## config.mk

```make
export PLATFORM = sky130hd
export DESIGN_NAME = multiplication_using_repeated_addition
export DESIGN_NICKNAME = d
export VERILOG_FILES = /design/src/rtl/mul_pkg.sv /design/src/rtl/mul_add_datapath.sv /design/src/rtl/multiplication_using_repeated_addition.sv
export SDC_FILE = /design/constraint.sdc
export NUM_CORES = 1
export LEC_CHECK = 0
export CORE_MARGIN = 4
export CORE_UTILIZATION = 45
export CTS_CLUSTER_DIAMETER = 100
export DETAILED_ROUTE_END_ITERATION = 8
export GPL_ROUTABILITY_DRIVEN = 0
export PLACE_DENSITY_LB_ADDON = 0.3
export REMOVE_ABC_BUFFERS = 1
export SYNTH_ARGS = -nofsm -noshare
export SYNTH_HDL_FRONTEND = slang
export SYNTH_SLANG_ARGS = --single-unit
```

## constraint.sdc

```tcl
create_clock -name clk -period 8.5 [get_ports clk]
set_input_delay 1.7 -clock clk [delete_from_list [all_inputs] [get_ports clk]]
set_output_delay 1.7 -clock clk [all_outputs]
set_load 0.1 [all_outputs]
```

## src/rtl/mul_pkg.sv

```systemverilog
// Shared definitions for the repeated-addition multiplier: state encoding and default operand width.
package mul_pkg;

  localparam int unsigned WIDTH_DEFAULT = 16;

  typedef enum logic [1:0] {
    IDLE = 2'b00,
    RUN  = 2'b01,
    DONE = 2'b10
  } state_e;

endpackage

```

## src/rtl/mul_add_datapath.sv

```systemverilog
// Multiplier datapath: multiplicand, iteration counter and accumulator, with a zero flag for the controller.
// Optional MUL_SWAP_OPERANDS_EN: iterate over the smaller operand to shorten latency.
module mul_add_datapath
  import mul_pkg::*;
#(
  parameter int unsigned WIDTH = WIDTH_DEFAULT
) (
  input  logic               clk,
  input  logic               rst,
  input  logic               load,
  input  logic               step,
  input  logic [WIDTH-1:0]   a_in,
  input  logic [WIDTH-1:0]   b_in,
  output logic [2*WIDTH-1:0] acc,
  output logic               zero
);

  logic [WIDTH-1:0]   mcand_q, mcand_d;
  logic [WIDTH-1:0]   cnt_q, cnt_d;
  logic [2*WIDTH-1:0] acc_q, acc_d;

  always_comb begin
    mcand_d = mcand_q;
    cnt_d   = cnt_q;
    acc_d   = acc_q;
    if (load) begin
`ifdef MUL_SWAP_OPERANDS_EN
      if (b_in > a_in) begin
        mcand_d = b_in;
        cnt_d   = a_in;
      end else begin
        mcand_d = a_in;
        cnt_d   = b_in;
      end
`else
      mcand_d = a_in;
      cnt_d   = b_in;
`endif
      acc_d = '0;
    end else if (step) begin
      acc_d = acc_q + {{WIDTH{1'b0}}, mcand_q};
      cnt_d = cnt_q - WIDTH'(1);
    end
  end

  always_ff @(posedge clk or posedge rst) begin
    if (rst) begin
      mcand_q <= '0;
      cnt_q   <= '0;
      acc_q   <= '0;
    end else begin
      mcand_q <= mcand_d;
      cnt_q   <= cnt_d;
      acc_q   <= acc_d;
    end
  end

  assign acc  = acc_q;
  assign zero = (cnt_q == '0);

endmodule

```

## src/rtl/multiplication_using_repeated_addition.sv

```systemverilog
// Sequential unsigned multiplier by repeated addition: IDLE/RUN/DONE controller plus product register.
// Build option MUL_SWAP_OPERANDS_EN (in mul_add_datapath) iterates over min(a_in, b_in).
module multiplication_using_repeated_addition
  import mul_pkg::*;
#(
  parameter int unsigned WIDTH = WIDTH_DEFAULT
) (
  input  logic               clk,
  input  logic               rst,
  input  logic               start,
  input  logic [WIDTH-1:0]   a_in,
  input  logic [WIDTH-1:0]   b_in,
  output logic               busy,
  output logic               done,
  output logic [2*WIDTH-1:0] product
);

  state_e             state_q, state_d;
  logic [2*WIDTH-1:0] product_q, product_d;
  logic [2*WIDTH-1:0] acc;
  logic               zero;
  logic               load;
  logic               step;

  mul_add_datapath #(.WIDTH(WIDTH)) u_datapath (
    .clk  (clk),
    .rst  (rst),
    .load (load),
    .step (step),
    .a_in (a_in),
    .b_in (b_in),
    .acc  (acc),
    .zero (zero)
  );

  always_comb begin
    state_d   = state_q;
    product_d = product_q;
    load      = 1'b0;
    step      = 1'b0;
    unique case (state_q)
      IDLE: begin
        if (start) begin
          load    = 1'b1;
          state_d = RUN;
        end
      end
      RUN: begin
        if (zero) begin
          product_d = acc;
          state_d   = DONE;
        end else begin
          step = 1'b1;
        end
      end
      DONE:    state_d = IDLE;
      default: state_d = IDLE;
    endcase
  end

  always_ff @(posedge clk or posedge rst) begin
    if (rst) begin
      state_q   <= IDLE;
      product_q <= '0;
    end else begin
      state_q   <= state_d;
      product_q <= product_d;
    end
  end

  assign busy    = (state_q == RUN) || (state_q == DONE);
  assign done    = (state_q == DONE);
  assign product = product_q;

endmodule

```

==> results of run 1 <==
[stage by stage]
| stage | instances | total power, uW | hold WS (ps) | cell area, sq um |
|---|---|---|---|---|
| 2_1_floorplan | 498 | 1300 | 450 | 4940 |
| 3_3_place_gp | 710 | 1470 | 463 | 5830 |
| 3_5_place_dp | 710 | 1500 | 469 | 5830 |
| 4_1_cts | 726 | 1820 | 494 | 6040 |
| 5_1_grt | 726 | 1960 | 528 | 6040 |
| 6_report | 726 | 1810 | 487 | 6040 |
[cells by family (layout without fill, tap and decap cells)]
kind of cell | after synthesis | count (layout) | share of synthesized area (%)
simple gates | 191 | 191 | 16.9
compound gates | 109 | 109 | 13.0
flops | 98 | 98 | 48.7
buf+inv | 36 | 101 | 2.93
xor+xnor | 33 | 33 | 5.74
mux | 31 | 31 | 6.93
fa+ha+maj | 23 | 23 | 5.86
[sequential cells by signal, summed over array words and instances (netlist names)]
register,count
product,32
u_datapath.cnt_q,16
state_q,2
u_datapath.mcand_q,16
u_datapath.acc,32
[routing by layer]
metal | part of all wire (%) | routed length [um] | track usage, %
met1 | 47 | 4980 | 22.6
met3 | 4.1 | 444 | 2.55
met5 | 0 | 0 | 0
met2 | 48 | 5130 | 29.6
met4 | 1.4 | 155 | 6.89
[power breakdown]
| part | switching (uW) | internal, uW |
|---|---|---|
| Combinational | 479 | 333 |
| Clock | 169 | 147 |
| Sequential | 97.8 | 582 |
[final cells by class]
class	count	area [sq um]
flip-flops and latches	98	2450
inverters	13	51.3
well taps	140	175
multi-input cells	387	2440
clock buffers	10	138
clock inverters	6	72.6
repair buffers	72	711
fillers	967	4850
[cells in the mapped netlist (all sizes together) (4+ instances only)]
| cell | count |
|---|---|
| mux2 | 31 |
| or3 | 8 |
| buf | 4 |
| a31oi | 4 |
| nor3 | 14 |
| o21ai | 38 |
| xor2 | 9 |
| and3 | 6 |
| ha | 22 |
| nand2 | 105 |
| a211oi | 7 |
| nor2 | 29 |
| a21o | 4 |
| a21oi | 35 |
| or4 | 4 |
| nor4 | 4 |
| inv | 13 |
| dfrtp | 98 |
| o211ai | 4 |
| xnor2 | 24 |
| and2 | 4 |
| clkbuf | 19 |
| nand3 | 10 |
[worst paths after layout]
kind	from	endpoint	slack, ps	cells after the start
min in group asynchronous	rst	product[24]	1740	2
max reg2reg	u_datapath.cnt_q[3]	u_datapath.cnt_q[13]	5400	7
max in group asynchronous	rst	u_datapath.mcand_q[7]	5620	3
max	state_q[1]	busy	4540	3
min	product[21]	product[21]	490	2
min reg2reg	product[21]	product[21]	490	2
[critical path, delay by kind of cell (launching register included)]
family | cells | cell delay [ps]
fa+ha+maj | 1 | 290
buf+inv | 2 | 1210
flops | 1 | 390
==> impl_metrics.ini, run 1 <==
[clock_network]
htreeDepth = 3
cts_tree = built
post_cts_buffers = 0
clk_latency_ps = 360
hold_buffers = 0
numCtsBuffers = 9
cts-root-buf = clkbuf_8
cts-resized-gates = 0
clk_pin_slew_worst_paths_ps = 100
cts_buffer_depth = 2
cts.sinks = 98

[synth]
yosysTopAreaCell = dfrtp_1
synthTopCellsByArea = dfrtp_1, nand2_1, mux2_2
postSynthAreaPerCell_sq_um = 9.67
netlist.area_leader.share_pct = 48.7
async_flop_share_pct = 100
synth.distinct_cells = 47
yosys_register_bits = 98
yosysSeqAreaShare_pct = 48.7
yosysWarnings = 0
netlist_instances = 521
synth_edf_count = 0
syn_area_sq_um = 5040
synthFlopType = dfrtp_1

[timing]
slew-limit-headroom_pct = 34.3
worst_slack_ps = 4540
rsz0062_at_grt = false
period_share_pct = 46.6
tightest_slew_ps = 982
period_minus_slack_ps = 3960
final.setup.tns_ps = 0
fin_skew_ps = 12.7
finalSetupViolations = 0
slew_violations = 0
fmax_mhz = 252
report.final.hold_viol_count = 0

[finish]
syn_to_final_growth_pct = 19.9
nNetsFinal = 639
diodes = 0
fin_util_pct = 55.5
final_cell_mix = nand2_1, dfrtp_1, clkdlybuf4s50_1
layout_commonest_cell = nand2_1
drive_above_1_share_pct = 9.90

[placed_design]
dp_hpwl_mm = 7.53
io_buffers = 68
dpl_worst_slack_ps = 4930

[route]
wire_per_inst_um = 14.8
first_iter_violations = 140
route.vias.total = 3866
drt_wl_total_mm = 10.7
ant_nets = 0
drc = 0
viasPerCell = 5.33
drt_pass1_iterations = 4

[floorplanning]
io_pins = 69
die_h_um = 114
start_util_pct = 46.3
fp-row-count = 38
dieWidth_um = 114
dieArea_sq_um = 13000
coreArea_sq_um = 10900

[grt]
overflow = 0
first_global_vias = 4108
grt_pass1_wl_mm = 18.6
grt_max_degree = 74
track_usage_pct = 17.5
antenna_found_initial = 0

[worst_setup_path]
cp_slowest_cell = clkdlybuf4s50_1
critical_path_peak_fanout = 3
end_kind = output pin
arrival_ps = 2260
cp_cell_sequence = inv_1, ha_1, clkdlybuf4s50_1
required_ps = 6800
critical_path_class = flop to output pin
crit_path_start_kind = flop
cpPeakStageDelay_ps = 1120

[run]
drv_cap = 0

[power]
p_leak_uw = 0.00274
p_per_area_nw_per_um2 = 299
vdd_drop_max_v = 0.000219

[outcome]
status = completed

[worst_hold_path]
hold_path_class = flop to flop
No activity file was read; power rests on OpenSTA's default activity.
==> inputs of run 2 (changes only) <==
- clock period: 8.5 -> 3.2 ns (I/O delays scaled with it)
==> run 2 against run 1 <==
- register-to-register slack worse by 5000 ps
- critical path depth is 6 higher
- global-route usage is 0.28 points higher
- power rose to 2.6 times the previous value
- sequential cell count is the same
- routed wire length is 1.8% higher
- critical path type is now flop to flop
- largest power group unchanged
- highest routed layer unchanged
==> impl_metrics.ini, run 2 (synthesis gave the netlist of run 1 again) <==
[clock_network]
cts_buffer_depth = 2
cts-root-buf = clkbuf_8
clk_pin_slew_worst_paths_ps = 100
clk_latency_ps = 370
numCtsBuffers = 9
post_cts_buffers = 0
hold_buffers = 0
cts_tree = built
cts-resized-gates = 0
cts.sinks = 98
htreeDepth = 3

[floorplanning]
start_util_pct = 46.3
io_pins = 69
dieArea_sq_um = 13000
die_h_um = 114
fp-row-count = 38
coreArea_sq_um = 10900
dieWidth_um = 114

[grt]
grt_max_degree = 53
overflow = 0
grt_pass1_wl_mm = 18.7
first_global_vias = 4027
antenna_found_initial = 0
track_usage_pct = 17.7

[route]
viasPerCell = 5.36
drt_pass1_iterations = 4
ant_nets = 0
wire_per_inst_um = 15.0
drc = 0
route.vias.total = 3905
drt_wl_total_mm = 10.9
first_iter_violations = 173

[timing]
final.setup.tns_ps = 0
rsz0062_at_grt = false
period_share_pct = 87.5
fmax_mhz = 357
period_minus_slack_ps = 2800
finalSetupViolations = 0
report.final.hold_viol_count = 0
fin_skew_ps = 12.4
tightest_slew_ps = 956
slew-limit-headroom_pct = 36.1
worst_slack_ps = 400
slew_violations = 0

[placed_design]
dpl_worst_slack_ps = 429
io_buffers = 68
dp_cells = 713
dp_hpwl_mm = 7.77

[worst_setup_path]
cp_slowest_cell = fa_1
crit_end = u_datapath.acc[26]
required_ps = 3460
cpPeakStageDelay_ps = 430
r2r-start = u_datapath.acc[0]
cp_cell_sequence = ha_1, fa_1, a211o_1, a21oi_1, o211ai_1, a31oi_2, nor3_1, xor2_1, and2_1
reg2reg_slack_ps = 400
critical_path_peak_fanout = 10
arrival_ps = 3060
r2r_cells = 9
critical_path_class = flop to flop
crit_path_start_kind = flop
end_kind = flop
cp-startpoint = u_datapath.acc[0]
r2r-end = u_datapath.acc[26]

[finish]
final_cell_mix = nand2_1, dfrtp_1, buf_4
drive_above_1_share_pct = 15.8
layout_commonest_cell = nand2_1
syn_to_final_growth_pct = 18.4
diodes = 0
final_cell_count_no_fill = 729
nNetsFinal = 642

[power]
p_per_area_nw_per_um2 = 790
vdd_drop_max_v = 0.000619
p_leak_uw = 0.00282

[worst_hold_path]
hold_path_class = flop to flop

[run]
drv_cap = 0

[outcome]
status = completed
[run 2: power by group]
part	internal (uW)	total, uW	switching, uW
clock network	305	729	424
registers	1550	1800	250
logic	902	2190	1290
total	2750	4710	1960
[run 2: layout make-up]
class	instances	area, sq um
clock buffer	12	145
clock inverter	4	26.3
fill	971	4920
inverter	13	51.3
multi-input combinational	387	2440
sequential	98	2450
tap	140	175
timing repair buffer	75	673
[run 2: worst min-delay path by stage]
stage,start,to,slack [ps],cells after the start
after detailed placement,product[21],product[21],480,2
final,product[21],product[21],490,2
after global routing,u_datapath.mcand_q[2],u_datapath.mcand_q[2],520,2
after CTS,product[21],product[21],500,2
after floorplan,u_datapath.mcand_q[0],u_datapath.mcand_q[0],450,2
after global placement,u_datapath.mcand_q[0],u_datapath.mcand_q[0],460,2
[run 2: routing by layer]
metal  vias up  track usage (%)  part of all wire (%)
met1      1874             22.7                    45
li1       1923                -                     -
met5         -                0                     0
met3        16             3.02                   4.6
met2        92             30.2                    49
met4         0             6.81                   1.7
[run 2: critical path: cells and delay by family (launching register included)]
family	cells	cell delay (ps)
flip-flops	1	400
XOR/XNOR	1	150
AND/OR/NAND/NOR	2	290
AO/OA/AOI/OAI	4	1170
adder cells (fa/ha/maj)	2	670
[run 2: per-stage QoR]
stage | area, sq um | total power [uW] | hold WS [ps] | utilization, %
2_1_floorplan | 4940 | 3450 | 450 | -
3_3_place_gp | 5790 | 3920 | 465 | 53.2
3_5_place_dp | 5790 | 4000 | 475 | 53.2
4_1_cts | 5960 | 4740 | 498 | 54.8
5_1_grt | 5960 | 5110 | 517 | 54.8
6_report | 5960 | 4710 | 488 | 54.8
==> inputs of run 3 (changes only) <==
- HOLD_SLACK_MARGIN: default -> 0.12
==> results of run 3 <==
Same layout as run 2: the final DEF is identical, and so are final timing and power.
